File: src/rtl/regbank16_we_mux_pkg.sv
// Shared constants for the 16-entry register bank with PC shadow in entry 15.
package regbank16_we_mux_pkg;

    localparam int unsigned DEFAULT_DATA_W = 32;
    localparam int unsigned REG_COUNT      = 16;
    localparam int unsigned ADDR_W         = 4;
    localparam int unsigned PC_REG         = 15;
    localparam int unsigned GROUP_COUNT    = 4;
    localparam int unsigned GROUP_SIZE     = 4;

endpackage

File: src/rtl/regbank16_we_mux_mux4.sv
// DATA_W-wide 4:1 multiplexer; sel 00/01/10/11 picks d0/d1/d2/d3.
module regbank16_we_mux_mux4 #(
    parameter int unsigned W = 32
) (
    input  logic [W-1:0] d0,
    input  logic [W-1:0] d1,
    input  logic [W-1:0] d2,
    input  logic [W-1:0] d3,
    input  logic [1:0]   sel,
    output logic [W-1:0] y_c
);

    always_comb begin
        y_c = d0;
        case (sel)
            2'b00:   y_c = d0;
            2'b01:   y_c = d1;
            2'b10:   y_c = d2;
            default: y_c = d3;
        endcase
    end

endmodule

File: src/rtl/regbank16_we_mux.sv
// 16x DATA_W register bank: one write port, two combinational read ports,
// entry 15 reloaded from r15_in every cycle and never written via the write port.
module regbank16_we_mux
    import regbank16_we_mux_pkg::*;
#(
    parameter int unsigned DATA_W = DEFAULT_DATA_W
) (
    input  logic              clk,
    input  logic              reset,
    input  logic              we3,
    input  logic [ADDR_W-1:0] a1,
    input  logic [ADDR_W-1:0] a2,
    input  logic [ADDR_W-1:0] a3,
    input  logic [DATA_W-1:0] wd3,
    input  logic [DATA_W-1:0] r15_in,
    output logic [DATA_W-1:0] rd1,
    output logic [DATA_W-1:0] rd2
);

    logic [DATA_W-1:0]    regs [REG_COUNT];
    logic [DATA_W-1:0]    din  [REG_COUNT];
    logic [REG_COUNT-1:0] en;

    // Write decode; entry 15 always loads r15_in, so a3=15 writes are dropped.
    always_comb begin
        en = '0;
        for (int unsigned i = 0; i < REG_COUNT; i++) begin
            din[i] = wd3;
        end
        for (int unsigned i = 0; i < PC_REG; i++) begin
            en[i] = we3 && (a3 == ADDR_W'(i));
        end
        en[PC_REG]  = 1'b1;
        din[PC_REG] = r15_in;
    end

    // Enable-gated storage; reset wins over any load.
    always_ff @(posedge clk) begin
        if (reset) begin
            for (int unsigned i = 0; i < REG_COUNT; i++) begin
                regs[i] <= '0;
            end
        end else begin
            for (int unsigned i = 0; i < REG_COUNT; i++) begin
                if (en[i]) begin
                    regs[i] <= din[i];
                end
            end
        end
    end

    logic [DATA_W-1:0] grp1 [GROUP_COUNT];
    logic [DATA_W-1:0] grp2 [GROUP_COUNT];

    // First level: select within each group of four using addr[1:0].
    for (genvar g = 0; g < GROUP_COUNT; g++) begin : g_level1
        regbank16_we_mux_mux4 #(.W(DATA_W)) u_mux_p1 (
            .d0  (regs[g*GROUP_SIZE + 0]),
            .d1  (regs[g*GROUP_SIZE + 1]),
            .d2  (regs[g*GROUP_SIZE + 2]),
            .d3  (regs[g*GROUP_SIZE + 3]),
            .sel (a1[1:0]),
            .y_c (grp1[g])
        );
        regbank16_we_mux_mux4 #(.W(DATA_W)) u_mux_p2 (
            .d0  (regs[g*GROUP_SIZE + 0]),
            .d1  (regs[g*GROUP_SIZE + 1]),
            .d2  (regs[g*GROUP_SIZE + 2]),
            .d3  (regs[g*GROUP_SIZE + 3]),
            .sel (a2[1:0]),
            .y_c (grp2[g])
        );
    end

    // Second level: select the group using addr[3:2].
    regbank16_we_mux_mux4 #(.W(DATA_W)) u_mux_top_p1 (
        .d0  (grp1[0]),
        .d1  (grp1[1]),
        .d2  (grp1[2]),
        .d3  (grp1[3]),
        .sel (a1[3:2]),
        .y_c (rd1)
    );

    regbank16_we_mux_mux4 #(.W(DATA_W)) u_mux_top_p2 (
        .d0  (grp2[0]),
        .d1  (grp2[1]),
        .d2  (grp2[2]),
        .d3  (grp2[3]),
        .sel (a2[3:2]),
        .y_c (rd2)
    );

endmodule

File: config.mk
export PLATFORM = sky130hd
export DESIGN_NAME = regbank16_we_mux
export DESIGN_NICKNAME = d
export VERILOG_FILES = /design/src/rtl/regbank16_we_mux_pkg.sv /design/src/rtl/regbank16_we_mux_mux4.sv /design/src/rtl/regbank16_we_mux.sv
export SDC_FILE = /design/constraint.sdc
export NUM_CORES = 1
export LEC_CHECK = 0
export CORE_MARGIN = 8
export CORE_UTILIZATION = 25
export CTS_CLUSTER_SIZE = 28
export DETAILED_ROUTE_END_ITERATION = 16
export MAX_ROUTING_LAYER = met4
export SLEW_MARGIN = 20
export SYNTH_ARGS = -nofsm -noshare
export SYNTH_HDL_FRONTEND = slang
export SYNTH_SLANG_ARGS = --single-unit
File: constraint.sdc
create_clock -name clk -period 6.04 [get_ports clk]
set_input_delay 0.906 -clock clk [delete_from_list [all_inputs] [get_ports clk]]
set_output_delay 0.906 -clock clk [all_outputs]
set_load 0.1 [all_outputs]
Word level (Yosys, flattened, before mapping). Memories as Yosys holds them, arrays and structs flattened. Index checks and enable logic that the tools add are counted. W data, S select, Z words.

Register bits: 0. Memory bits (writable): 512. Input bits: 79. Output and inout port bits: 64. Logic and storage cells: 133. Memories: 1.

Equal/unequal tests: 22. Mux-type cells: 74. Bitwise gates (word level): 16. Reductions and logical operators: 20.

Memories: regs (words 16, width 32, rd ports 16, clocked after Yosys merged registers in 0, write ports 16, RTL line regbank16_we_mux.sv:20) `logic [DATA_W-1:0] regs [REG_COUNT];`.

Operators by type and width (number): $pmux W32 S3 (10); $mux W32 (16); $mux W1 (48); $eq A4 B4 Y1 const B (7); $eq A4 B3 Y1 const B (4); $or A1 B1 Y1 (16); $logic_and A1 B1 Y1 (15); $eq A2 B1 Y1 const B (4); $eq A2 B2 Y1 const B (4); $eq A4 B2 Y1 const B (2); $logic_not A2 Y1 (4); $eq A4 B1 Y1 const B (1); $logic_not A4 Y1 (1).

Depth between registers and ports, before layout. Gate-level depths: netlist of run 1.

Depth after elaboration: 6. Depth in mapped cells: 6.

Cells and area by module. Synthesis of run 1 repeated with hierarchy kept, for this count alone.

Cells, all modules: 1457. Area, all modules: 26392.8 µm².

Modules (own cells, without submodules): regbank16_we_mux (instances 1, cells an instance 1067, area each 18247.5 µm², sequential area each 15054.4 µm²); regbank16_we_mux_mux4 (instances 10, cells an instance 39, area each 814.5 µm², sequential area each 0.0 µm²).

Least setup slack after synthesis of run 1. No wires, ideal clock.

Path kind: in2reg. Start: in a3[0]. End: mem regs[1][192] in the netlist's numbering, enable pin. Setup time: 0.470 ns. Arrival time: 3.517 ns. Required time: 5.570 ns. Path slack: 2.054 ns. Stages: 2. Cell sequence: nand2b_1 > o31ai_1.

RTL lines: start, declared (RTL line regbank16_we_mux.sv:13) `input logic [ADDR_W-1:0] a3,`; end, declared (RTL line regbank16_we_mux.sv:20).

Worst setup path after layout of run 1.
Start: in a1[2]. End: out rd1[18].

Cells in the longest elaborated chain, start to end: 2. Elaborated cells on any way between the ends: 4. Classes of those cells: 2 x eq/ne; 1 x mux; 1 x reduce/logical.

RTL lines: start, declared (RTL line regbank16_we_mux.sv:11) `input logic [ADDR_W-1:0] a1,`; $eq A2 B2 Y1 (tied with other cells) (RTL line regbank16_we_mux_mux4.sv:15) `case (sel)`; $pmux W32 S3 * (RTL line regbank16_we_mux_mux4.sv:15); end, declared (RTL line regbank16_we_mux.sv:16) `output logic [DATA_W-1:0] rd1,`.

Mark *: on every way between the ends. The rest lies on a longest branch, timed or not.

==> impl_metrics.toml, run 1 <==
[outcome]
status = "completed"

[final_layout]
largest_reg_flops = 512
drive_gt1_share_pct = 27.4
area_growth_pct = 18.0
top_register = "regs"
top_regs = "regs (512)"
nNetsFinal = 1755

[worst_setup_path]
cp_slowest_cell = "nor2b_4"
slowest_delay_ns = 0.88
worstSetupPathType = "input pin to output port"
start_kind = "input pin"
crit_chain = "clkdlybuf4s50_1 -> nor2b_4 -> a22oi_1 -> nand2_1 -> buf_4"
cp.required_ns = 5.13
cp_top_family = "simple AND/OR/NAND/NOR gates"
crit_path_end_kind = "output port"
path_buf_inv = 2
worstPathMaxFanout = 23
critPathArrivalTime_ns = 3.28

[timing]
fmax_ghz = 0.239
finalSetupViolCount = 0
tightest_slew_ns = 1.10
finalCritPeriodShare_pct = 69.3
drv_slew = 0
fin_tns_setup_ns = 0
rsz0062_at_grt = "no"
slew_headroom_pct = 26.6
hold_viol = 0
period_needed_ns = 4.19
hold-worst-slack_ns = 0.889

[detailed_routing]
wl_per_cell_um = 25.7
vias_per_cell = 5.01
drc = 0
ant_nets = 0
drt_first_iter_violations = 1470
dr_total_vias = 15100
wl_um = 77400
dr.pass1.iters = 7

[yosys]
yosysMostFrequentCell = "edfxtp_1"
synth_common_cells = "edfxtp_1, nor2_1, mux4_2"
synth-seq-area-share_pct = 61.2
yosys-top-cells-area = "edfxtp_1, mux4_2, nor2_1"
ys.flop_type = "edfxtp_1"
async_flop_share_pct = 0
synth_edf_count = 480
netlist_instances = 1578
ys_warn_count = 0
synth_cell_types = 21
yosys_register_bits = 512
synth_fp_nets = 1657
avgSynthCellArea_um2 = 15.6
syn-cell-area_mm2 = 0.0246
yosysTopAreaCellShare_pct = 58.6
yosysTopAreaCell = "edfxtp_1"

[global_route]
antenna_found_initial = 7
grt_pass1_wl_um = 112000
met1_usage_pct = 18.1
grt_pass1_vias = 15700
grt_max_degree = 79
use_met3_pct = 2.21
use_met2_pct = 24.3
grt_overflow = 0
grt_use_total_pct = 14.4
grt-busiest-layer = "met2"

[floorplan]
row_count = 115
die_w_um = 330
initial_core_util_pct = 25.1
io_pins = 143
coreArea_mm2 = 0.0980
dieHeight_um = 330
die_area_mm2 = 0.109

[worst_hold_path]
hp-class = "input pin to flip-flop"

[pwr]
leakage_uw = 0.00971
peakVddDrop_v = 0.000194
power_density_mw_per_mm2 = 309

[clocking]
clk_pin_slew_ns = 0.06
cts_buffer_depth = 3
cts_sinks = 512
numCtsBuffers = 50
cts_tree = "yes"
post_cts_buffers = 0
root_buffer = "clkbuf_16"
postCtsResizedCells = 0
holdBufCountCts = 0
htreeDepth = 2

[placement]
place.gp.congestion = 0.761
portBuffers = 142
hpwl_um = 49000

[flow_run]
cap_violations = 0
routing by layer:
| metal | vias to the layer above | share of wire, % |
|---|---|---|
| met5 | - | 0 |
| met4 | 0 | 2.4 |
| met3 | 118 | 6.8 |
| met2 | 648 | 51 |
| met1 | 7978 | 40 |
| li1 | 6335 | - |
per-stage QoR:
stage | setup slack [ns] | area [µm²] | power, µW | utilization (%) | instances
after floorplan | 2.05 | 24600 | 5400 | - | 1578
after global placement | 1.77 | 27400 | 5890 | 27.9 | 2911
after detailed placement | 1.82 | 27400 | 5930 | 27.9 | 2911
after CTS | 1.81 | 29000 | 9050 | 29.6 | 3003
after global routing | 1.75 | 29000 | 9250 | 29.6 | 3010
final | 1.85 | 29000 | 8980 | 29.6 | 3010
report_power, final:
group	switching [µW]	internal [µW]	leakage [µW]
Combinational	1060	526	0.00403
Sequential	109	4130	0.00488
Clock	1330	1810	0.000793
cell families (layout without fill, tap and decap cells):
group	after synthesis	in the layout	synth area share, %
AOI/OAI and AO/OA	133	133	4.02
buffers and inverters	190	328	3.33
DFF	512	512	61.2
muxes	256	256	23.5
other	0	7	0
and+or+nand+nor	487	487	7.94
cells in the final DEF, fill, tap and decap left out, drive strengths merged:
cell           Yosys  routed
a22oi            128     128
and2               2       2
and3b              2       2
buf               56     127
bufinv             0       4
clkbuf           100      77
clkdlybuf4s50      0      73
clkinv             0      10
clkinvlp           0       2
dfxtp             32      32
diode              0       7
edfxtp           480     480
inv               34      35
mux4             256     256
nand2            116     116
nand2b             1       1
nand3              3       3
nand3b             1       1
nor2             323     323
nor2b             38      38
nor3b              1       1
o21ai              4       4
o31ai              1       1
final timing paths:
| path | to | start | cells past startpoint |
|---|---|---|---|
| max | rd1[18] | a1[2] | 5 |
| min | regs[1][251] | r15_in[27] | 2 |
layout make-up:
class | count | area [µm²]
fill | 9651 | 69000
antenna | 7 | 17.5
tap | 1287 | 1610
multi-input combinational | 876 | 8810
clock buffer | 75 | 1440
sequential | 512 | 15100
inverter | 34 | 128
timing repair buffer | 202 | 1750
clock inverter | 17 | 198
(Power assumes the default switching activity.)
==> run 2: changes to the inputs <==
==> constraint.sdc (replaced) <==
create_clock -name clk -period 4.2 [get_ports clk]
set_input_delay 0.63 -clock clk [delete_from_list [all_inputs] [get_ports clk]]
set_output_delay 0.63 -clock clk [all_outputs]
set_load 0.1 [all_outputs]
==> run 2 against run 1 <==
  * First-iteration DRC count grew 8.8%
  * Sequential share of layout area shrank 2.0 points
  * Total power grew 50%
  * Routed wire length rose by 3.2%
  * Non-clock buffer count rose by 12
  * Flip-flop and latch count unchanged
  * Worst hold slack got worse by 0.32 ns
==> impl_metrics.toml, run 2 (synthesized netlist as in run 1, its figures left out) <==
[flow_run]
cap_violations = 0

[worst_hold_path]
hp-class = "input pin to flip-flop"
min_delay_path_depth = 2

[timing]
period_needed_ns = 3.36
fmax_ghz = 0.298
hold_viol = 0
finalCritPeriodShare_pct = 80.0
rsz0062_at_grt = "no"
hold-worst-slack_ns = 0.571
fin_tns_setup_ns = 0
slew_headroom_pct = 48.6
setup_ws_ns = 0.840
finalSetupViolCount = 0
drv_slew = 0
tightest_slew_ns = 0.768

[clocking]
root_buffer = "clkbuf_16"
numCtsBuffers = 53
htreeDepth = 2
cts_tree = "yes"
postCtsResizedCells = 0
cts_sinks = 512
cts_buffer_depth = 3
clk_pin_slew_ns = 0.06
post_cts_buffers = 0
holdBufCountCts = 0

[detailed_routing]
ant_nets = 0
wl_um = 79900
dr_total_vias = 15400
wl_per_cell_um = 26.4
vias_per_cell = 5.07
dr.pass1.iters = 7
drt_first_iter_violations = 1599
drc = 0

[placement]
hpwl_um = 50300
portBuffers = 142
dpl_worst_slack_ns = 0.821
place.gp.congestion = 0.781
place_area_mm2 = 0.0284
dp.cells = 2923

[global_route]
grt_pass1_wl_um = 115000
grt_overflow = 0
grt_pass1_vias = 16300
grt_use_total_pct = 14.9
grt_max_degree = 43
antenna_found_initial = 9

[final_layout]
nNetsFinal = 1770
final_common_cell = "edfxtp_1"
stdcell_count = 3032
mostFrequentLayoutCells = "edfxtp_1, nor2_1, mux4_2"
drive_gt1_share_pct = 28.3
area_growth_pct = 22.7
multi_input_area_mm2 = 0.00881
seqCellArea_mm2 = 0.0151
top_register = "regs"
largest_reg_flops = 512
fillers = 9476
fin_area_mm2 = 0.0302
top_regs = "regs (512)"

[floorplan]
dieHeight_um = 330
coreArea_mm2 = 0.0980
die_w_um = 330
row_count = 115
die_area_mm2 = 0.109
initial_core_util_pct = 25.1
io_pins = 143

[worst_setup_path]
critPathArrivalTime_ns = 2.73
crit_path_end_kind = "output port"
start_kind = "input pin"
crit_end = "rd2[3]"
crit_start = "a2[3]"
worstSetupPathType = "input pin to output port"
worstPathMaxFanout = 32
cp.required_ns = 3.57

[pwr]
leakage_uw = 0.0102
peakVddDrop_v = 0.000278
power_density_mw_per_mm2 = 446

[outcome]
status = "completed"
## run 2: how the worst min path moves through the flow
stage | to | startpoint | slack (ns)
3_5_place_dp | regs[1][238] | r15_in[14] | 1.20
6_report | regs[1][248] | r15_in[24] | 0.57
2_1_floorplan | regs[1][224] | reset | 0.70
4_1_cts | regs[1][248] | r15_in[24] | 0.54
5_1_grt | regs[1][232] | r15_in[8] | 0.56
3_3_place_gp | regs[1][245] | r15_in[21] | 1.20
## run 2: critical path: stages
cell and delay (ns):
clkdlybuf4s50_1 0.61, nor2b_4 0.19, buf_4 0.57, a22oi_1 0.23, nand2_1 0.26, buf_12 0.21
## run 2: area by class of cell
class	instances	share of cell area (%)
clock inverters	21	0.672
flip-flops and latches	512	49.9
clock buffers	79	5.12
repair buffers	214	9.22
multi-input cells	876	29.2
well taps	1287	5.34
diodes	9	0.0747
inverters	34	0.423
## run 2: metrics by stage
step,util (%),total power [µW]
6_report,30.8,13400
5_1_grt,30.8,13800
4_1_cts,30.8,13500
3_5_place_dp,29.0,8830
3_3_place_gp,29.0,8790
2_1_floorplan,-,7770
## run 2: report_power, final
part	leakage (µW)	internal [µW]	switching (µW)	total [µW]
Sequential	0.00488	5940	158	6100
Clock	0.000860	2730	2020	4740
Combinational	0.00441	1010	1590	2600
## run 2: metal layers
layer / wire length [µm] / global-route usage (%)
met5: 0 / -
met4: 2660 / 4.94
met3: 6930 / 2.98
met2: 39500 / 24.6
met1: 30800 / 18.2
==> RTL edit: new RTL, config.mk and constraints of run 2 <==
Change the package constant `DEFAULT_DATA_W` from 32 to 64.
--- a/src/rtl/regbank16_we_mux_pkg.sv
+++ b/src/rtl/regbank16_we_mux_pkg.sv
@@ -2,5 +2,5 @@
 package regbank16_we_mux_pkg;
 
-    localparam int unsigned DEFAULT_DATA_W = 32;
+    localparam int unsigned DEFAULT_DATA_W = 64;
     localparam int unsigned REG_COUNT      = 16;
     localparam int unsigned ADDR_W         = 4;
Ports: changed (resized r15_in, rd1, rd2 and wd3); port bits go from 143 to 271. The function was not compared with the original's and may differ.
==> RTL edit against run 2 <==
Core utilization increased by 0.29 points. Worst hold slack got worse by 0.14 ns. Worst setup slack worse by 0.16 ns. Synthesized area rose by 99%. Sequential cell count grew 512. Combinational power increased by 100%. Critical path depth stayed put. Power rose by 110%. Count of clock-buffer cells in the layout is 59 higher. Routed wire length increased by 110%. Design area grew 100%.
==> RTL edit: results (changes against run 2) <==
Drt
  – Met2 wire len: 85400 um (+120%)
  – Met1 wire length: 67000 um (+120%)
  – Met3 routed WL: 11400 um (+65%)
  – Routed WL per cell: 28.1 um (+6.6%)
  – Via count: 30300 (+97%)
  – DR iter-0 viols: 2982 (+86%)
  – Drt pass-1 iters: 5 (-2)

Yosys
  – Yosys cell types: 22 (+4.8%)
  – Post-synth top cells: edfxtp_1 (960), nor2_1 (643), mux4_2 (512), a22oi_1 (256)
  – Top post-synthesis cells by area: edfxtp_1 (59%), mux4_2 (24%), nor2_1 (4.9%)
  – Synth Net Count: 3258 (+97%)
  – Ys Warns: 0 (unchanged)
  – Sequential area share after synthesis: 0.614 (+0.00197)
  – EDFF count, synth: 960 (+100%)

Clock tree
  – Cts bufs inserted: 110 (+110%)
  – Root buf cell: clkbuf_16
  – CTS HTree Levels: 3 (+1)
  – # resized after CTS: 0 (unchanged)

Placement
  – Dpl hpwl: 103000 um (+110%)
  – Placer Congestion: 0.760 (-2.7%)
  – IO Port Bufs: 270 (+90%)

Setup path
  – Slowest cell delay on critical path: 0.65 ns (+0.04 ns)
  – Crit-path max FO: 19 (-41%)
  – Data arrival time of the worst path: 2.89 ns (+0.16 ns)

Power and ir drop
  – NetSw: 7.86 mW (+110%)
  – Peak supply drop: 0.346 mV (+24%)
  – Pleak: 20.4 nW (+100%)

Global routing
  – Number of global-route vias before repair: 32400 (+99%)
  – Initial antenna violation count: 8 (-1)
  – Total GRT Usage: 0.161 (+0.0124)
  – Largest net degree at the start of global routing: 65 (+51%)
  – First-pass GRT wire length: 239000 um (+110%)

Timing
  – Worst-margin pin slew: 1.19 ns (+0.421 ns)

Hold path
  – Hold crit path type: input pin to register

Run
  – Max cap viols: 0 (unchanged)

Final layout
  – Layout cells sized above 1: 0.288 (+0.00419)
  – Nets@finish: 3461 (+96%)
  – Filler cells: 19000 (+100%)
  – Top Registers: regs: 1024 flops

Outcome
  – Status: complete, no violations
[RTL edit: final cells by class]
type	count	area, um2	share of cell area
diodes	1	2.50	0.0000414
clock buffers	138	2890	0.0477
clock inverters	67	878	0.0145
inverters	66	250	0.00414
multi-input cells	1708	17500	0.289
flip-flops and latches	1024	30100	0.498
well taps	2624	3280	0.0543
repair buffers	408	5640	0.0932
[RTL edit: cell families (layout without fill, tap and decap cells)]
logic type	after synthesis	after routing	synth area share
simple gates	935	935	0.0758
compound gates	261	261	0.0398
buf+inv	383	679	0.0347
flops	1024	1024	0.614
other cells	0	1	0
mux	512	512	0.235
[RTL edit: final timing paths]
kind	startpoint	to	slack, ns	cells past startpoint
max	a2[3]	rd2[4]	0.68	6
min	reset	regs[1][511]	0.43	3
[RTL edit: power by group through the flow]
stage	clock (mW)	combinational (mW)	sequential [mW]
after floorplan	0	3.24	12.3
after CTS	10.4	5.29	12.2
after detailed placement	0	5.28	12.4
after global placement	0	5.26	12.4
after global routing	10.8	5.41	12.3
final	10.2	5.22	12.2
[RTL edit: layer usage]
| metal | up-vias | track usage |
|---|---|---|
| met4 | 0 | 0.0547 |
| met5 | - | - |
| met3 | 289 | 0.0246 |
| li1 | 12600 | - |
| met1 | 16000 | 0.197 |
| met2 | 1436 | 0.273 |
[RTL edit: per-stage QoR]
step / instances / worst slack [ns] / power (mW) / cell area [um2]
finish: 6036 / 0.679 / 27.6 / 60500
global route: 6036 / 0.674 / 28.5 / 60500
CTS: 6035 / 0.675 / 27.9 / 60500
detailed placement: 5830 / 0.678 / 17.7 / 56700
global placement: 5830 / 0.685 / 17.6 / 56700
floorplan: 3115 / -1.70 / 15.6 / 49000
[RTL edit: critical path, delay by kind of cell]
| family | cells | cell delay [ns] |
|---|---|---|
| and+or+nand+nor | 2 | 0.79 |
| buffers and inverters | 3 | 1.30 |
| AOI/OAI and AO/OA | 1 | 0.11 |
